<file path="config.mk">
export PLATFORM = sky130hd
export DESIGN_NAME = alu_mc_flat
export DESIGN_NICKNAME = d
export VERILOG_FILES = /design/src/rtl/alu_mc_if.sv /design/src/rtl/alu_mc.sv /design/src/flat_wrapper.sv
export SDC_FILE = /design/constraint.sdc
export NUM_CORES = 1
export LEC_CHECK = 0
export ABC_AREA = 1
export ABC_CLOCK_PERIOD_IN_PS = 1700
export CAP_MARGIN = 25
export CELL_PAD_IN_SITES_DETAIL_PLACEMENT = 1
export CELL_PAD_IN_SITES_GLOBAL_PLACEMENT = 1
export CORE_UTILIZATION = 37
export CTS_CLUSTER_SIZE = 40
export DETAILED_ROUTE_END_ITERATION = 16
export PLACE_DENSITY_LB_ADDON = 0.25
export SYNTH_ARGS = -nofsm -noshare
export SYNTH_HDL_FRONTEND = slang
export SYNTH_SLANG_ARGS = --single-unit
</file>
<file path="constraint.sdc">
create_clock -name clk -period 1.7 [get_ports clk]
set_clock_uncertainty 0.2 [all_clocks]
set_input_delay 0.34 -clock clk [delete_from_list [all_inputs] [get_ports clk]]
set_output_delay 0.34 -clock clk [all_outputs]
set_load 0.005 [all_outputs]
</file>
<file path="src/rtl/alu_mc_if.sv">
`default_nettype none
// ============================================================================
// Module   : alu_mc_if
// Brief    : Operand/result handshake bundle for the multi-cycle execute ALU.
//            master = issuing stage (ID/EX side + consumer), slave = ALU.
// Revision : 1.0 - initial release
// ============================================================================
interface alu_mc_if #(
    parameter int WIDTH = 32
);
    logic             in_valid;
    logic             in_ready;
    logic [3:0]       exe_cmd;
    logic [WIDTH-1:0] val1;
    logic [WIDTH-1:0] val2;
    logic [WIDTH-1:0] val3;
    logic             c_in;
    logic             out_valid;
    logic             out_ready;
    logic [WIDTH-1:0] alu_result;
    logic             n;
    logic             z;
    logic             c;
    logic             v;
    logic             illegal;

    modport master (
        output in_valid, exe_cmd, val1, val2, val3, c_in, out_ready,
        input  in_ready, out_valid, alu_result, n, z, c, v, illegal
    );

    modport slave (
        input  in_valid, exe_cmd, val1, val2, val3, c_in, out_ready,
        output in_ready, out_valid, alu_result, n, z, c, v, illegal
    );
endinterface
`default_nettype wire

</file>
<file path="src/rtl/alu_mc.sv">
`default_nettype none
// ============================================================================
// Module   : alu_mc
// Brief    : Multi-cycle execute-stage ALU. Single-cycle data-processing ops
//            plus an optional iterative shift-add MUL/MLA unit, behind a
//            valid/ready handshake. Result and NZCV flags are registered and
//            held until taken.
// Config   : define ALU_MC_MUL_EN to build the MUL/MLA unit; otherwise
//            opcodes 1010/1011 are reported as illegal.
// Revision : 1.0 - initial release
// ============================================================================
module alu_mc #(
    parameter int WIDTH = 32
) (
    input  logic     clk,
    input  logic     rst_n,
    alu_mc_if.slave  alu_if
);
    localparam logic [1:0] S_IDLE = 2'd0;
    localparam logic [1:0] S_HOLD = 2'd2;
`ifdef ALU_MC_MUL_EN
    localparam logic [1:0] S_MUL  = 2'd1;
    localparam int         CNT_W  = $clog2(WIDTH);
    localparam logic [3:0] OP_MUL = 4'b1010;
    localparam logic [3:0] OP_MLA = 4'b1011;
`endif
    localparam logic [3:0] OP_MOV = 4'b0001;
    localparam logic [3:0] OP_MVN = 4'b1001;
    localparam logic [3:0] OP_ADD = 4'b0010;
    localparam logic [3:0] OP_ADC = 4'b0011;
    localparam logic [3:0] OP_SUB = 4'b0100;
    localparam logic [3:0] OP_SBC = 4'b0101;
    localparam logic [3:0] OP_AND = 4'b0110;
    localparam logic [3:0] OP_ORR = 4'b0111;
    localparam logic [3:0] OP_EOR = 4'b1000;

    logic [1:0]       state_q, state_d;
    logic             w_in_ready, w_out_valid, w_accept, w_is_mul, w_mul_last;
    logic [WIDTH-1:0] w_res;
    logic [WIDTH:0]   w_sum;
    logic             w_c, w_v, w_ill;
    logic [WIDTH-1:0] result_q;
    logic             n_q, z_q, c_q, v_q, ill_q;

`ifdef ALU_MC_MUL_EN
    logic [WIDTH-1:0] mcand_q, mplier_q, acc_q, w_acc_next;
    logic [CNT_W-1:0] cnt_q;
    logic             cin_q;

    assign w_is_mul   = (alu_if.exe_cmd == OP_MUL) || (alu_if.exe_cmd == OP_MLA);
    assign w_mul_last = (state_q == S_MUL) && (cnt_q == CNT_W'(WIDTH - 1));
    assign w_acc_next = acc_q + (mplier_q[0] ? mcand_q : '0);
`else
    logic unused_val3;

    assign w_is_mul    = 1'b0;
    assign w_mul_last  = 1'b0;
    assign unused_val3 = ^alu_if.val3;
`endif

    assign w_accept = alu_if.in_valid && w_in_ready;

    // State register; reset discards any multiply in flight.
    always_ff @(posedge clk or negedge rst_n) begin
        if (!rst_n) state_q <= S_IDLE;
        else        state_q <= state_d;
    end

    // Next-state: HOLD may accept a new op on the same edge it is taken.
    always_comb begin
        state_d = state_q;
        case (state_q)
            S_IDLE: if (w_accept) state_d = w_is_mul ? 2'd1 : S_HOLD;
`ifdef ALU_MC_MUL_EN
            S_MUL:  if (w_mul_last) state_d = S_HOLD;
`endif
            S_HOLD: begin
                if (w_accept)              state_d = w_is_mul ? 2'd1 : S_HOLD;
                else if (alu_if.out_ready) state_d = S_IDLE;
            end
            default: state_d = S_IDLE;
        endcase
    end

    // Handshake outputs decoded from the current state.
    always_comb begin
        w_in_ready  = (state_q == S_IDLE) || ((state_q == S_HOLD) && alu_if.out_ready);
        w_out_valid = (state_q == S_HOLD);
    end

    // Single-cycle datapath; subtraction is a + ~b + carry so c is NOT borrow.
    always_comb begin
        w_res = '0;
        w_sum = '0;
        w_c   = alu_if.c_in;
        w_v   = 1'b0;
        w_ill = 1'b0;
        case (alu_if.exe_cmd)
            OP_MOV: w_res = alu_if.val2;
            OP_MVN: w_res = ~alu_if.val2;
            OP_ADD, OP_ADC: begin
                w_sum = {1'b0, alu_if.val1} + {1'b0, alu_if.val2}
                      + {{WIDTH{1'b0}}, (alu_if.exe_cmd == OP_ADC) && alu_if.c_in};
                w_res = w_sum[WIDTH-1:0];
                w_c   = w_sum[WIDTH];
                w_v   = (alu_if.val1[WIDTH-1] == alu_if.val2[WIDTH-1])
                     && (w_res[WIDTH-1] != alu_if.val1[WIDTH-1]);
            end
            OP_SUB, OP_SBC: begin
                w_sum = {1'b0, alu_if.val1} + {1'b0, ~alu_if.val2}
                      + {{WIDTH{1'b0}}, (alu_if.exe_cmd == OP_SUB) || alu_if.c_in};
                w_res = w_sum[WIDTH-1:0];
                w_c   = w_sum[WIDTH];
                w_v   = (alu_if.val1[WIDTH-1] != alu_if.val2[WIDTH-1])
                     && (w_res[WIDTH-1] != alu_if.val1[WIDTH-1]);
            end
            OP_AND: w_res = alu_if.val1 & alu_if.val2;
            OP_ORR: w_res = alu_if.val1 | alu_if.val2;
            OP_EOR: w_res = alu_if.val1 ^ alu_if.val2;
            default: w_ill = 1'b1;
        endcase
    end

`ifdef ALU_MC_MUL_EN
    // Iterative shift-add multiplier: one multiplier bit per cycle, WIDTH cycles.
    always_ff @(posedge clk or negedge rst_n) begin
        if (!rst_n) begin
            mcand_q  <= '0;
            mplier_q <= '0;
            acc_q    <= '0;
            cnt_q    <= '0;
            cin_q    <= 1'b0;
        end else if (w_accept && w_is_mul) begin
            mcand_q  <= alu_if.val1;
            mplier_q <= alu_if.val2;
            acc_q    <= (alu_if.exe_cmd == OP_MLA) ? alu_if.val3 : '0;
            cnt_q    <= '0;
            cin_q    <= alu_if.c_in;
        end else if (state_q == S_MUL) begin
            acc_q    <= w_acc_next;
            mcand_q  <= mcand_q << 1;
            mplier_q <= mplier_q >> 1;
            cnt_q    <= cnt_q + 1'b1;
        end
    end
`endif

    // Result/flag registers: loaded on single-cycle accept or multiply completion.
    always_ff @(posedge clk or negedge rst_n) begin
        if (!rst_n) begin
            result_q <= '0;
            n_q      <= 1'b0;
            z_q      <= 1'b0;
            c_q      <= 1'b0;
            v_q      <= 1'b0;
            ill_q    <= 1'b0;
        end else begin
            if (w_accept && !w_is_mul) begin
                result_q <= w_res;
                n_q      <= w_res[WIDTH-1];
                z_q      <= (w_res == '0);
                c_q      <= w_c;
                v_q      <= w_v;
                ill_q    <= w_ill;
            end
`ifdef ALU_MC_MUL_EN
            if (w_mul_last) begin
                result_q <= w_acc_next;
                n_q      <= w_acc_next[WIDTH-1];
                z_q      <= (w_acc_next == '0);
                c_q      <= cin_q;
                v_q      <= 1'b0;
                ill_q    <= 1'b0;
            end
`endif
        end
    end

    assign alu_if.in_ready   = w_in_ready;
    assign alu_if.out_valid  = w_out_valid;
    assign alu_if.alu_result = result_q;
    assign alu_if.n          = n_q;
    assign alu_if.z          = z_q;
    assign alu_if.c          = c_q;
    assign alu_if.v          = v_q;
    assign alu_if.illegal    = ill_q;
endmodule
`default_nettype wire
</file>
<file path="src/flat_wrapper.sv">
// flat-port wrapper written by rule: the top's interface ports become plain ports
module alu_mc_flat 
#(
    parameter int WIDTH = 32
)
  (clk, rst_n, alu_if_in_valid, alu_if_exe_cmd, alu_if_val1, alu_if_val2, alu_if_val3, alu_if_c_in, alu_if_out_ready, alu_if_in_ready, alu_if_out_valid, alu_if_alu_result, alu_if_n, alu_if_z, alu_if_c, alu_if_v, alu_if_illegal);
  alu_mc_if #(.WIDTH(WIDTH)) alu_if_i ();
  input  logic clk;
  input  logic rst_n;
  input wire logic [$bits(alu_if_i.in_valid)-1:0] alu_if_in_valid;
  input wire logic [$bits(alu_if_i.exe_cmd)-1:0] alu_if_exe_cmd;
  input wire logic [$bits(alu_if_i.val1)-1:0] alu_if_val1;
  input wire logic [$bits(alu_if_i.val2)-1:0] alu_if_val2;
  input wire logic [$bits(alu_if_i.val3)-1:0] alu_if_val3;
  input wire logic [$bits(alu_if_i.c_in)-1:0] alu_if_c_in;
  input wire logic [$bits(alu_if_i.out_ready)-1:0] alu_if_out_ready;
  output wire logic [$bits(alu_if_i.in_ready)-1:0] alu_if_in_ready;
  output wire logic [$bits(alu_if_i.out_valid)-1:0] alu_if_out_valid;
  output wire logic [$bits(alu_if_i.alu_result)-1:0] alu_if_alu_result;
  output wire logic [$bits(alu_if_i.n)-1:0] alu_if_n;
  output wire logic [$bits(alu_if_i.z)-1:0] alu_if_z;
  output wire logic [$bits(alu_if_i.c)-1:0] alu_if_c;
  output wire logic [$bits(alu_if_i.v)-1:0] alu_if_v;
  output wire logic [$bits(alu_if_i.illegal)-1:0] alu_if_illegal;
  assign alu_if_i.in_valid = alu_if_in_valid;
  assign alu_if_i.exe_cmd = alu_if_exe_cmd;
  assign alu_if_i.val1 = alu_if_val1;
  assign alu_if_i.val2 = alu_if_val2;
  assign alu_if_i.val3 = alu_if_val3;
  assign alu_if_i.c_in = alu_if_c_in;
  assign alu_if_i.out_ready = alu_if_out_ready;
  assign alu_if_in_ready = alu_if_i.in_ready;
  assign alu_if_out_valid = alu_if_i.out_valid;
  assign alu_if_alu_result = alu_if_i.alu_result;
  assign alu_if_n = alu_if_i.n;
  assign alu_if_z = alu_if_i.z;
  assign alu_if_c = alu_if_i.c;
  assign alu_if_v = alu_if_i.v;
  assign alu_if_illegal = alu_if_i.illegal;
  alu_mc #(.WIDTH(WIDTH)) u_core (.clk(clk), .rst_n(rst_n), .alu_if(alu_if_i));
endmodule
</file>
==> results of run 1 <==
[through the flow]
stage	cells	hold slack [ns]	setup TNS, ns	setup slack [ns]
after detailed placement	2298	0.2180	-58.86	-2.073
after global placement	2298	0.2007	-50.82	-1.753
after floorplan	1545	-0.1556	-15.41	-0.9356
[kinds of logic after synthesis]
group | count (synthesis)
xor+xnor | 2
flops | 37
simple gates | 857
buf+inv | 352
fa+ha+maj | 99
compound gates | 198
==> reports/qor.txt, run 1 <==
status -> aborted with a tool error
cells after synthesis -> 1545
stage reached -> clock tree synthesis (4_1_cts)
CTS Buffer Depth -> 2
Post-CTS Resized -> 558
Yosys Warn Count -> 0
Top-Level Pins -> 144
CTS root buffer -> clkbuf_16
CTS Buf Count -> 5
Synth Register Bits -> 37
Error -> [ERROR DPL-0033] detailed placement checks failed during check placement.
Cell Area, Synth -> 0.008397 mm²
Synth Net Count -> 1749
Post-synth EDFFs -> 0
ys flop type -> dfrtp_1
H-tree depth -> 2
most common cell in the netlist -> nand2_1
largest family of logic cells by synthesized area -> simple AND/OR/NAND/NOR gates
top cell type's share of synthesized area -> 22.31%
Final HPWL DP -> 43.16 mm
Post-CTS Setup Inserts -> 57
share of synthesized flip-flops with an asynchronous set or reset -> 100.0%
Die Wd -> 152.6 µm
IO Port Bufs -> 111
Area after DPL -> 0.01313 mm²
RD Place Congestion -> 0.9860
Synth area leaders -> nand2_1 22%, ha_1 14%, inv_1 13%
Starting Density -> 38.12%
post-synthesis adder-cell area fraction -> 15.11%
number of core rows -> 54
synthesized area per cell -> 5.435 µm²
post-synthesis mux area share -> 0%
compound-cell area share of the yosys netlist -> 13.75%
leading area contributor after synthesis -> nand2_1
xor and xnor area share after synthesis -> 0.2086%
Seq/Total Area, Yosys -> 11.03%
post-synthesis simple-gate area fraction -> 42.33%
Post-CTS Hold Buffers -> 1
Die H -> 152.6 µm
Synth top cells by count -> 499 x nand2_1, 298 x inv_1, 168 x nor2_1
post-synthesis cell type count -> 35
clock sink count -> 37
==> inputs of run 2 (changes only) <==
--- a/config.mk
+++ b/config.mk
@@ -8,12 +8,9 @@
 export ABC_AREA = 1
 export ABC_CLOCK_PERIOD_IN_PS = 1700
 export CAP_MARGIN = 25
-export CELL_PAD_IN_SITES_DETAIL_PLACEMENT = 1
-export CELL_PAD_IN_SITES_GLOBAL_PLACEMENT = 1
-export CORE_UTILIZATION = 37
-export CTS_CLUSTER_SIZE = 40
+export CORE_UTILIZATION = 40
 export DETAILED_ROUTE_END_ITERATION = 16
-export PLACE_DENSITY_LB_ADDON = 0.25
+export PLACE_DENSITY_LB_ADDON = 0.15
 export SYNTH_ARGS = -nofsm -noshare
 export SYNTH_HDL_FRONTEND = slang
 export SYNTH_SLANG_ARGS = --single-unit
==> run 2 against run 1 <==
The flow now finishes, with violations (negative setup slack). Synthesized area stayed put. Synthesized cell count stayed put.
==> reports/qor.txt, run 2 <==
Synth top cells by count -> 499 x nand2_1, 298 x inv_1, 168 x nor2_1 (unchanged)
Post-Place Cells -> 2273 (was 2298)
commonest cells after routing, fill and taps aside -> 395 x buf_4, 354 x nand2_1, 211 x inv_1, 109 x nand2_2, 99 x nor2_1
number of core rows -> 52 (was 54)
Die H -> 146.9 µm (was 152.6 µm)
status -> finished with violations (was aborted with a tool error)
Final period util -> 170.1%
area of the multi-input gates -> 0.008066 mm²
CTS tree -> done
CTS Buffer Depth -> 2 (unchanged)
Post-CTS Hold Buffers -> 0 (was 1)
met3 Usage GRT -> 4.379%
crit-path max FO -> 4
leading area contributor after synthesis -> nand2_1 (unchanged)
routed len/inst -> 18.47 µm
met1 Usage GRT -> 50.31%
grt peak-use layer -> met2
commonest non-fill, non-tap cell in the layout -> buf_4
drt initial violations -> 1241
Slowest cell on crit path -> fa_2
Top-Level Pins -> 144 (unchanged)
Yosys Warn Count -> 0 (unchanged)
total power -> 7261 µW
drt total wl -> 43.43 mm
Synth Net Count -> 1749 (unchanged)
full die area -> 0.02158 mm²
clock sink count -> 37 (unchanged)
share of layout cells above drive strength 1 -> 47.14%
PnR worst setup slack -> -1.192 ns
Fmax -> 345.8 MHz
Cell Area, Synth -> 0.008397 mm² (unchanged)
setup TNS -> -28.24 ns
Min-Delay Path Class -> input pin to async pin
most common cell in the netlist -> nand2_1 (unchanged)
ys flop type -> dfrtp_1 (unchanged)
global-route wire length before repair -> 64.04 mm
Skew-Pair Late Insertion Delay -> 0.28 ns
CTS Buf Count -> 5 (unchanged)
Seq/Total Area, Yosys -> 11.03% (unchanged)
Worst Setup Start Kind -> input pin
CTS root buffer -> clkbuf_16 (unchanged)
slew margin rel. -> 50.62%
worst path cell trace -> buf_8, nor2_4, a21oi_2, fa_2, fa_2, inv_2, nand3_4, nand2_4, buf_4, nand2_1, nand3_1, nand2_1, nor2_2, nand2_1, nor2_1, nand3_1, nor2_1, nand3_1, nor2_1, nand2_1, nand2_1
Starting Density -> 41.10% (was 38.12%)
largest net degree at the start of global routing -> 48
Die Wd -> 146.9 µm (was 152.6 µm)
crit path DAT -> 2.91 ns
Antenna Cells -> 0
Critical Path End Type -> register
Max stage delay on crit path -> 0.38 ns
post-synthesis cell type count -> 35 (unchanged)
Synth Register Bits -> 37 (unchanged)
top cell type's share of synthesized area -> 22.31% (unchanged)
Non-Filler Instances -> 2351
Critical Path Start -> alu_if_exe_cmd[1]
cells after synthesis -> 1545 (unchanged)
Pleak -> 0.008564 µW
worst setup path end -> u_core.alu_if.z
drt via density -> 5.387
CP required -> 1.72 ns
final hold viol count -> 0
H-tree depth -> 2 (unchanged)
Reg area -> 925.9 µm²
synthesized area per cell -> 5.435 µm² (unchanged)
share of synthesized flip-flops with an asynchronous set or reset -> 100.0% (unchanged)
Worst Tran Pin Value -> 0.7362 ns
RSZ-0062 raised after global routing -> yes
dpl ws -> -1.834 ns (was -2.073 ns)
antenna violations before repair -> 0
total track usage -> 38.16%
Residual DRC -> 0
FF-to-FF Start -> u_core.state_q[1]
max cap viols -> 0
Final ANT Viol Nets -> 0
RD Place Congestion -> 0.9820 (was 0.9860)
core area -> 0.02043 mm²
vias in the first global route -> 12282
WS Path Type -> input pin to register
M2 GR Usage -> 64.15%
Worst path most repeated cell -> nand2_1
Post-synth EDFFs -> 0 (unchanged)
Layout Area Growth over Synthesis -> 86.26%
Worst R2R Setup Slack -> -0.05 ns
Final HPWL DP -> 32.85 mm (was 43.16 mm)
Final #Nets -> 2284
Slew Viols, Final -> 0
failing checks -> negative setup slack
Filler Cells Inserted -> 1624
IO Port Bufs -> 111 (unchanged)
final setup fails -> 35
via count -> 12666
Worst R2R Path Depth -> 7
global route total overflow -> 0
DRT Pass-1 Iters -> 5
Synth area leaders -> nand2_1 22%, ha_1 14%, inv_1 13% (unchanged)
Clock transition at path regs -> 0.06 ns
max reg flops -> 31
Pwr Density -> 464.3 mW/mm²
RR Endpoint -> u_core.alu_if.alu_result[1]
Peak VDD IR -> 0.0003577 V
min cycle time layout -> 2.892 ns
-- run 2: worst min path at each step --
stage / start / endpoint / slack [ns] / cells past startpoint
4_1_cts: rst_n / u_core.alu_if.alu_result[5] / 0.25 / 2
6_report: rst_n / u_core.alu_if.alu_result[0] / 0.24 / 2
3_5_place_dp: u_core.alu_if.alu_result[30] / u_core.alu_if.alu_result[30] / 0.27 / 2
2_1_floorplan: rst_n / u_core.alu_if.alu_result[0] / -0.16 / 0
3_3_place_gp: u_core.alu_if.alu_result[30] / u_core.alu_if.alu_result[30] / 0.26 / 2
5_1_grt: rst_n / u_core.alu_if.alu_result[0] / 0.26 / 2
-- run 2: repair_timing --
action                     CTS  global route
setup buffers               60            34
pin swaps                  149            80
gates cloned                 0             1
setup endpoints to repair   42            57
resized for setup          557           150
-- run 2: power by group --
part	leakage (µW)	switching, µW	total (µW)	internal, µW
logic	0.00802	2790	5270	2470
registers	0.000472	85.9	1110	1030
clock network	0.0000706	344	882	538
total	0.00856	3220	7260	4040
-- run 2: per-layer routing --
metal  up-vias  part of all wire, %
met2       692                   46
li1       5916                    -
met3       144                  9.0
met5         -                    0
met1      5914                   41
met4         0                  4.2
-- run 2: kinds of logic after synthesis --
kind of cell | share of synthesized area (%)
compound gates | 13.75
xor+xnor | 0.2087
fa+ha+maj | 15.11
buf+inv | 17.57
flops | 11.03
simple gates | 42.33
-- run 2: final cells by class --
cell class	count	area share, %
clock buffer	6	0.8240
clock inverter	2	0.06400
inverter	303	7.440
multi-input combinational	1156	51.58
sequential	37	5.920
tap	270	2.160
timing repair buffer	577	32.02
-- run 2: critical path: cells and delay by family --
| family | cells | cell delay (ns) |
|---|---|---|
| buf+inv | 3 | 0.31 |
| compound gates | 1 | 0.07 |
| fa+ha+maj | 2 | 0.75 |
| simple gates | 15 | 1.44 |
-- run 2: per-stage QoR --
stage / hold WS [ns] / utilization, % / area, µm²
finish: 0.2412 / 76.56 / 15640
global route: 0.2600 / 76.56 / 15640
CTS: 0.2533 / 73.10 / 14930
detailed placement: 0.2666 / 63.58 / 12990
global placement: 0.2590 / 63.58 / 12990
floorplan: -0.1556 / - / 8755
Note: power is estimated with default switching activity, not from simulation.
==> inputs of run 3 (changes only) <==
--- a/config.mk
+++ b/config.mk
@@ -10,7 +10,7 @@
 export CAP_MARGIN = 25
 export CORE_UTILIZATION = 40
 export DETAILED_ROUTE_END_ITERATION = 16
-export PLACE_DENSITY_LB_ADDON = 0.15
+export PLACE_DENSITY = 0.68
 export SYNTH_ARGS = -nofsm -noshare
 export SYNTH_HDL_FRONTEND = slang
 export SYNTH_SLANG_ARGS = --single-unit
==> run 3 against run 2 <==
The run still ends with negative setup slack left. Total power up 4.0%. Global-route usage down 1.3 points. Combinational power about the same. Clock-buffer cell count down 1. Utilization down 0.45 points. Worst hold slack worse by 0.018 ns. First-iteration DRC count down 16%. Critical path depth up 1. Non-clock buffer count down 24. Final area down 0.58%. Final cell count down 1.0%. Critical endpoint unchanged. Largest cell class unchanged.
==> reports/qor.txt, run 3 (synthesis gave the netlist of run 2 again) <==
status -> finished with violations (unchanged)
failing checks -> negative setup slack (unchanged)
Fmax -> 365.4 MHz (was 345.8 MHz)
final hold viol count -> 0 (unchanged)
Layout Area Growth over Synthesis -> 85.17% (was 86.26%)
CTS tree -> done (unchanged)
Non-Filler Instances -> 2327 (was 2351)
share of layout cells above drive strength 1 -> 47.69% (was 47.14%)
Residual DRC -> 0 (unchanged)
number of core rows -> 52 (unchanged)
switching power -> 3233 µW (was 3224 µW)
drt via density -> 5.263 (was 5.387)
Starting Density -> 41.10% (unchanged)
clock group share of total power -> 16.0% (was 12.1%)
drt total wl -> 41.35 mm (was 43.43 mm)
Final period util -> 161.0% (was 170.1%)
Critical Path Start -> alu_if_exe_cmd[1] (unchanged)
Critical Path End Type -> register (unchanged)
largest net degree at the start of global routing -> 48 (unchanged)
smallest hold slack -> 0.2232 ns (was 0.2412 ns)
Flop pwr share -> 14.7% (was 15.3%)
Min-Delay Path Class -> input pin to async pin (unchanged)
CTS Buf Count -> 5 (unchanged)
via count -> 12248 (was 12666)
drt initial violations -> 1043 (was 1241)
worst path cell trace -> buf_8, nor2_4, a21oi_2, fa_2, fa_2, inv_2, nand3_4, nand2_8, nand2_4, nand2_4, nand2_4, nand2_4, nand2_2, nand3_2, nand3_2, nor2_1, nand2_1, nor2_1, nand2_1, nor2_1, nand2_1, nand2_1 (was buf_8, nor2_4, a21oi_2, fa_2, fa_2, inv_2, nand3_4, nand2_4, buf_4, nand2_1, nand3_1, nand2_1, nor2_2, nand2_1, nor2_1, nand3_1, nor2_1, nand3_1, nor2_1, nand2_1, nand2_1)
Comb power frac -> 69.3% (was 72.5%)
FF-to-FF Start -> u_core.state_q[1] (unchanged)
Final ANT Viol Nets -> 0 (unchanged)
Top-Level Pins -> 144 (unchanged)
Die H -> 146.9 µm (unchanged)
Pleak -> 0.008461 µW (was 0.008564 µW)
P_int -> 4319 µW (was 4037 µW)
dpl ws -> -1.797 ns (was -1.834 ns)
CTS Buffer Depth -> 2 (unchanged)
Antenna Cells -> 0 (unchanged)
fin area -> 0.01555 mm² (was 0.01564 mm²)
Worst Setup Start Kind -> input pin (unchanged)
full die area -> 0.02158 mm² (unchanged)
slew margin rel. -> 66.62% (was 50.62%)
Net Sw Frac -> 42.81% (was 44.40%)
Final HPWL DP -> 31.49 mm (was 32.85 mm)
Die Wd -> 146.9 µm (unchanged)
Skew-Pair Late Insertion Delay -> 0.28 ns (about the same)
Slowest cell on crit path -> fa_2 (unchanged)
max cap viols -> 0 (unchanged)
min cycle time layout -> 2.737 ns (was 2.892 ns)
RSZ-0062 raised after global routing -> yes (unchanged)
total track usage -> 36.85% (was 38.16%)
core area -> 0.02043 mm² (unchanged)
RD Place Congestion -> 0.9770 (was 0.9820)
Area after DPL -> 0.01280 mm² (was 0.01299 mm²)
Post-CTS Hold Buffers -> 0 (unchanged)
global route total overflow -> 0 (unchanged)
Pwr Density -> 485.7 mW/mm² (was 464.3 mW/mm²)
max reg flops -> 31 (unchanged)
routed len/inst -> 17.77 µm (was 18.47 µm)
DRT Pass-1 Iters -> 7 (was 5)
Worst Tran Pin Value -> 0.4978 ns (was 0.7362 ns)
Max stage delay on crit path -> 0.38 ns (about the same)
WS Path Type -> input pin to register (unchanged)
commonest non-fill, non-tap cell in the layout -> buf_4 (unchanged)
antenna violations before repair -> 2 (was 0)
crit-path max FO -> 4 (unchanged)
clock sink count -> 37 (unchanged)
PnR worst setup slack -> -1.037 ns (was -1.192 ns)
Slew Viols, Final -> 0 (unchanged)
final setup fails -> 35 (unchanged)
commonest cells after routing, fill and taps aside -> 381 x buf_4, 350 x nand2_1, 199 x inv_1, 109 x nand2_2, 98 x nor2_1 (was 395 x buf_4, 354 x nand2_1, 211 x inv_1, 109 x nand2_2, 99 x nor2_1)
Worst R2R Setup Slack -> -0.02 ns (was -0.05 ns)
crit path DAT -> 2.77 ns (was 2.91 ns)
RR Endpoint -> u_core.alu_if.z (was u_core.alu_if.alu_result[1])
Clock transition at path regs -> 0.06 ns (about the same)
Worst R2R Path Depth -> 11 (was 7)
Post-Place Cells -> 2254 (was 2273)
global-route wire length before repair -> 61.98 mm (was 64.04 mm)
CP required -> 1.73 ns (was 1.72 ns)
Peak VDD IR -> 0.0003468 V (was 0.0003577 V)
H-tree depth -> 2 (unchanged)
Final #Nets -> 2260 (was 2284)
IO Port Bufs -> 111 (unchanged)
CTS root buffer -> clkbuf_16 (unchanged)
vias in the first global route -> 11926 (was 12282)
==> run 3: what timing repair did <==
action / in CTS / in global routing
gates resized for setup: 576 / 181
pin swaps: 153 / 106
setup endpoints to repair: 42 / 56
setup buffers: 46 / 30
==> run 3: worst max path at each step <==
stage | end | slack [ns] | depth (start not counted)
detailed placement | u_core.alu_if.z | -1.80 | 23
global placement | u_core.alu_if.z | -1.74 | 20
floorplan | u_core.alu_if.z | -0.94 | 21
global route | u_core.alu_if.z | -1.20 | 22
finish | u_core.alu_if.z | -1.04 | 22
CTS | u_core.alu_if.z | -0.99 | 20
==> run 3: cell type report <==
| class | instances | area [µm²] |
|---|---|---|
| Clock buffer | 5 | 125.1 |
| Clock inverter | 3 | 65.06 |
| Fill cell | 1647 | 4881 |
| Inverter | 303 | 1164 |
| Multi-Input combinational cell | 1156 | 8172 |
| Sequential cell | 37 | 925.9 |
| Tap cell | 270 | 337.8 |
| Timing Repair Buffer | 553 | 4760 |
==> run 3: stage by stage <==
step / setup TNS, ns / power, µW / utilization [%]
3_3_place_gp: -49.90 / 5118 / 62.63
3_5_place_dp: -52.64 / 5158 / 62.63
5_1_grt: -28.32 / 7950 / 76.11
6_report: -24.34 / 7552 / 76.11
4_1_cts: -23.53 / 7074 / 72.27
2_1_floorplan: -15.41 / 3003 / -
==> run 3: power by group through the flow <==
| stage | clock network [µW] | registers, µW | logic, µW |
|---|---|---|---|
| after floorplan | 0 | 1130 | 1870 |
| final | 1200 | 1110 | 5240 |
| after global placement | 0 | 1120 | 4000 |
| after global routing | 1230 | 1120 | 5590 |
| after CTS | 1210 | 1110 | 4750 |
| after detailed placement | 0 | 1120 | 4030 |
==> run 3: critical path: cells and delay by family <==
kind	cells	cell delay (ns)
AOI/OAI and AO/OA	1	0.07
adders and majority gates	2	0.74
buffers and inverters	2	0.21
and+or+nand+nor	17	1.41
==> run 3: routing by layer <==
metal  vias to the layer above  routed length (µm)  global-route usage, %
met5                         -                  24                      0
met4                         4                1369                  12.45
met3                       102                3472                  6.366
met2                       554               19100                  60.59
met1                      5718               17390                  48.48
li1                       5870                   -                      -
==> inputs of run 4 (changes only) <==
--- a/config.mk
+++ b/config.mk
@@ -5,12 +5,11 @@
 export SDC_FILE = /design/constraint.sdc
 export NUM_CORES = 1
 export LEC_CHECK = 0
-export ABC_AREA = 1
 export ABC_CLOCK_PERIOD_IN_PS = 1700
 export CAP_MARGIN = 25
 export CORE_UTILIZATION = 40
 export DETAILED_ROUTE_END_ITERATION = 16
-export PLACE_DENSITY = 0.68
+export PLACE_DENSITY = 0.69
 export SYNTH_ARGS = -nofsm -noshare
 export SYNTH_HDL_FRONTEND = slang
 export SYNTH_SLANG_ARGS = --single-unit
==> run 4 against run 3 <==
The flow still finishes with violations (negative setup slack). Combinational power about the same. Critical path type unchanged. Fmax is 30% lower. Critical path depth down 6. Total power decreased by 1.2%. Worst hold slack gained 0.071 ns. Die area shrank 5.8%. Global-route usage down 2.2 points. Register-to-register slack lost 1.1 ns. Synthesized area decreased by 5.9%. Synthesized cell count decreased by 28%.
==> reports/qor.txt, run 4 <==
status -> finished with violations (unchanged)
failing checks -> negative setup slack (unchanged)
smallest hold slack -> 0.2938 ns (was 0.2232 ns)
RSZ-0062 raised after global routing -> yes (unchanged)
max layer used -> met4 (was met5)
drt total wl -> 36.93 mm (was 41.35 mm)
Post-synth EDFFs -> 0 (unchanged)
Net Sw Frac -> 40.12% (was 42.81%)
H-tree depth -> 2 (unchanged)
Min-Delay Path Class -> register to register (was input pin to async pin)
CTS Buffer Depth -> 2 (unchanged)
Fmax -> 254.1 MHz (was 365.4 MHz)
core area -> 0.01940 mm² (was 0.02043 mm²)
met1 WL -> 16.07 mm (was 17.39 mm)
commonest cells after routing, fill and taps aside -> 436 x buf_4, 99 x nand2_1, 83 x inv_1, 82 x ha_1, 81 x nor2_1 (was 381 x buf_4, 350 x nand2_1, 199 x inv_1, 109 x nand2_2, 98 x nor2_1)
Antenna Cells -> 0 (unchanged)
Pwr Density -> 527.8 mW/mm² (was 485.7 mW/mm²)
drt initial violations -> 973 (was 1043)
crit path DAT -> 3.90 ns (was 2.77 ns)
hold depth -> 2
Clock transition at path regs -> 0.06 ns (about the same)
PnR worst setup slack -> -2.236 ns (was -1.037 ns)
Worst Setup Start Kind -> input pin (unchanged)
Skew-Pair Late Insertion Delay -> 0.28 ns (about the same)
Flop pwr share -> 15.7% (was 14.7%)
final setup fails -> 36 (was 35)
max cap viols -> 0 (unchanged)
via count -> 10805 (was 12248)
share of synthesized flip-flops with an asynchronous set or reset -> 100.0% (unchanged)
IO Port Bufs -> 111 (unchanged)
crit-path max FO -> 4 (unchanged)
CTS tree -> done (unchanged)
global-route wire length before repair -> 54.97 mm (was 61.98 mm)
P_int -> 4469 µW (was 4319 µW)
Critical Path End Type -> register (unchanged)
CP required -> 1.66 ns (was 1.73 ns)
leading area contributor after synthesis -> ha_1 (was nand2_1)
share of layout cells above drive strength 1 -> 42.28% (was 47.69%)
drt via density -> 5.717 (was 5.263)
ys flop type -> dfrtp_1 (unchanged)
Synth Register Bits -> 37 (unchanged)
switching power -> 2994 µW (was 3233 µW)
min cycle time layout -> 3.936 ns (was 2.737 ns)
total track usage -> 34.64% (was 36.85%)
Slew Viols, Final -> 0 (unchanged)
antenna violations before repair -> 0 (was 2)
Yosys Warn Count -> 0 (unchanged)
vias in the first global route -> 10137 (was 11926)
CTS Buf Count -> 5 (unchanged)
Synth Net Count -> 1314 (was 1749)
largest net degree at the start of global routing -> 36 (was 48)
Starting Density -> 40.72% (was 41.10%)
Critical Path Start -> alu_if_c_in (was alu_if_exe_cmd[1])
DR WL met3 -> 2.947 mm (was 3.472 mm)
Pleak -> 0.006773 µW (was 0.008461 µW)
CTS root buffer -> clkbuf_16 (unchanged)
Die Wd -> 142.5 µm (was 146.9 µm)
synthesized area per cell -> 7.117 µm² (was 5.435 µm²)
Synth area leaders -> ha_1 15%, dfrtp_1 12%, a21oi_1 5.8% (was nand2_1 22%, ha_1 14%, inv_1 13%)
met2 WL -> 16.58 mm (was 19.10 mm)
post-synthesis cell type count -> 93 (was 35)
Worst Hold Launch -> u_core.alu_if.alu_result[5]
Worst R2R Path Depth -> 11 (unchanged)
DRT Pass-1 Iters -> 5 (was 7)
most common cell in the netlist -> nand2_1 (unchanged)
full die area -> 0.02032 mm² (was 0.02158 mm²)
number of core rows -> 51 (was 52)
Peak VDD IR -> 0.0004403 V (was 0.0003468 V)
cells after synthesis -> 1110 (was 1545)
global route total overflow -> 0 (unchanged)
commonest non-fill, non-tap cell in the layout -> buf_4 (unchanged)
clock sink count -> 37 (unchanged)
Seq/Total Area, Yosys -> 11.72% (was 11.03%)
routed len/inst -> 19.54 µm (was 17.77 µm)
final hold viol count -> 0 (unchanged)
slew margin rel. -> 50.21% (was 66.62%)
Core Util, Final -> 72.89% (was 76.11%)
Comb power frac -> 69.8% (was 69.3%)
FF-to-FF Start -> u_core.state_q[1] (unchanged)
RD Place Congestion -> 0.9818 (was 0.9770)
Cell Area, Synth -> 0.007900 mm² (was 0.008397 mm²)
clock group share of total power -> 14.5% (was 16.0%)
dpl ws -> -2.881 ns (was -1.797 ns)
Final HPWL DP -> 27.64 mm (was 31.49 mm)
Die H -> 142.5 µm (was 146.9 µm)
Final period util -> 231.5% (was 161.0%)
total power -> 7463 µW (was 7552 µW)
Residual DRC -> 0 (unchanged)
Layout Area Growth over Synthesis -> 78.98% (was 85.17%)
Final #Nets -> 1828 (was 2260)
max reg flops -> 31 (unchanged)
WS Path Type -> input pin to register (unchanged)
Top-Level Pins -> 144 (unchanged)
Synth top cells by count -> 104 x nand2_1, 95 x ha_1, 93 x inv_1, 93 x nor2_1, 92 x a21oi_1 (was 499 x nand2_1, 298 x inv_1, 168 x nor2_1)
top cell type's share of synthesized area -> 15.05% (was 22.31%)
Worst Tran Pin Value -> 0.7469 ns (was 0.4978 ns)
Final ANT Viol Nets -> 0 (unchanged)
setup TNS -> -53.90 ns (was -24.34 ns)
==> run 4: cell types whose count changed in the layout (fill, tap and decap cells not counted), sizes merged, moves of 41 or more <==
| cell | delta |
|---|---|
| nand2 | -403 |
| inv | -203 |
| o22ai | -44 |
| nand3 | -105 |
| nor2 | -89 |
| clkdlybuf4s50 | +41 |
==> run 4: final timing paths <==
kind                                                end  slack (ns)
setup / recovery                        u_core.alu_if.v       -2.24
hold / removal              u_core.alu_if.alu_result[5]        0.29
setup reg to reg                        u_core.alu_if.z       -1.11
hold reg to reg             u_core.alu_if.alu_result[5]        0.29
max in group asynchronous  u_core.alu_if.alu_result[23]        0.51
min in group asynchronous   u_core.alu_if.alu_result[5]        0.34
==> run 4: final cells by class <==
cell class / count / area (µm²)
clock inverter: 1 / 30.03
timing repair buffer: 583 / 4871
clock buffer: 7 / 142.6
fill: 1506 / 5259
tap: 265 / 331.6
sequential: 37 / 925.9
multi-input combinational: 898 / 7462
inverter: 99 / 376.6
==> run 4: timing repair <==
action | in CTS | in global routing
hold buffers | 1 | 0
setup buffers | 29 | 27
endpoints found under the setup margin | 44 | 61
pin swaps | 80 | 74
resized for setup | 183 | 102
hold endpoints to repair | 14 | 0
==> run 4: metrics by stage <==
step,area (µm²),std cells
detailed placement,12400,1834
global route,14140,1890
floorplan,8180,1110
finish,14140,1890
global placement,12400,1834
CTS,13510,1868
==> run 4: logic make-up (layout without fill, tap and decap cells) <==
logic type | after synthesis | count (layout) | share of synthesized area (%)
AO/OA/AOI/OAI | 406 | 406 | 36.47
AND/OR/NAND/NOR | 338 | 338 | 20.27
buffers and inverters | 175 | 690 | 8.758
adder cells (fa/ha/maj) | 99 | 99 | 16.06
XOR/XNOR | 39 | 39 | 4.324
flip-flops | 37 | 37 | 11.72
multiplexers | 16 | 16 | 2.391
==> run 4: routing by layer <==
layer	global-route usage, %	up-vias
met5	0	-
met4	10.41	0
met3	4.509	98
met2	56.22	535
met1	47.47	5067
li1	-	5105
==> run 4: power by group through the flow <==
stage	logic, µW	registers, µW	clock network [µW]
finish	5210	1170	1080
global route	5540	1180	1110
CTS	4760	1160	1080
detailed placement	4300	1180	0
global placement	4250	1170	0
floorplan	1950	1170	0
==> run 4: critical path: stages <==
cell,delay (ns)
clkdlybuf4s15_2,0.28
a21oi_4,0.16
fa_2,0.26
buf_6,0.10
buf_6,0.09
nor2_4,0.04
o311ai_4,0.43
a211oi_4,0.15
o311ai_4,0.36
a31oi_4,0.20
a41oi_4,0.28
o2bb2ai_4,0.19
buf_6,0.14
o41ai_4,0.08
mux4_2,0.52
mux2_4,0.27
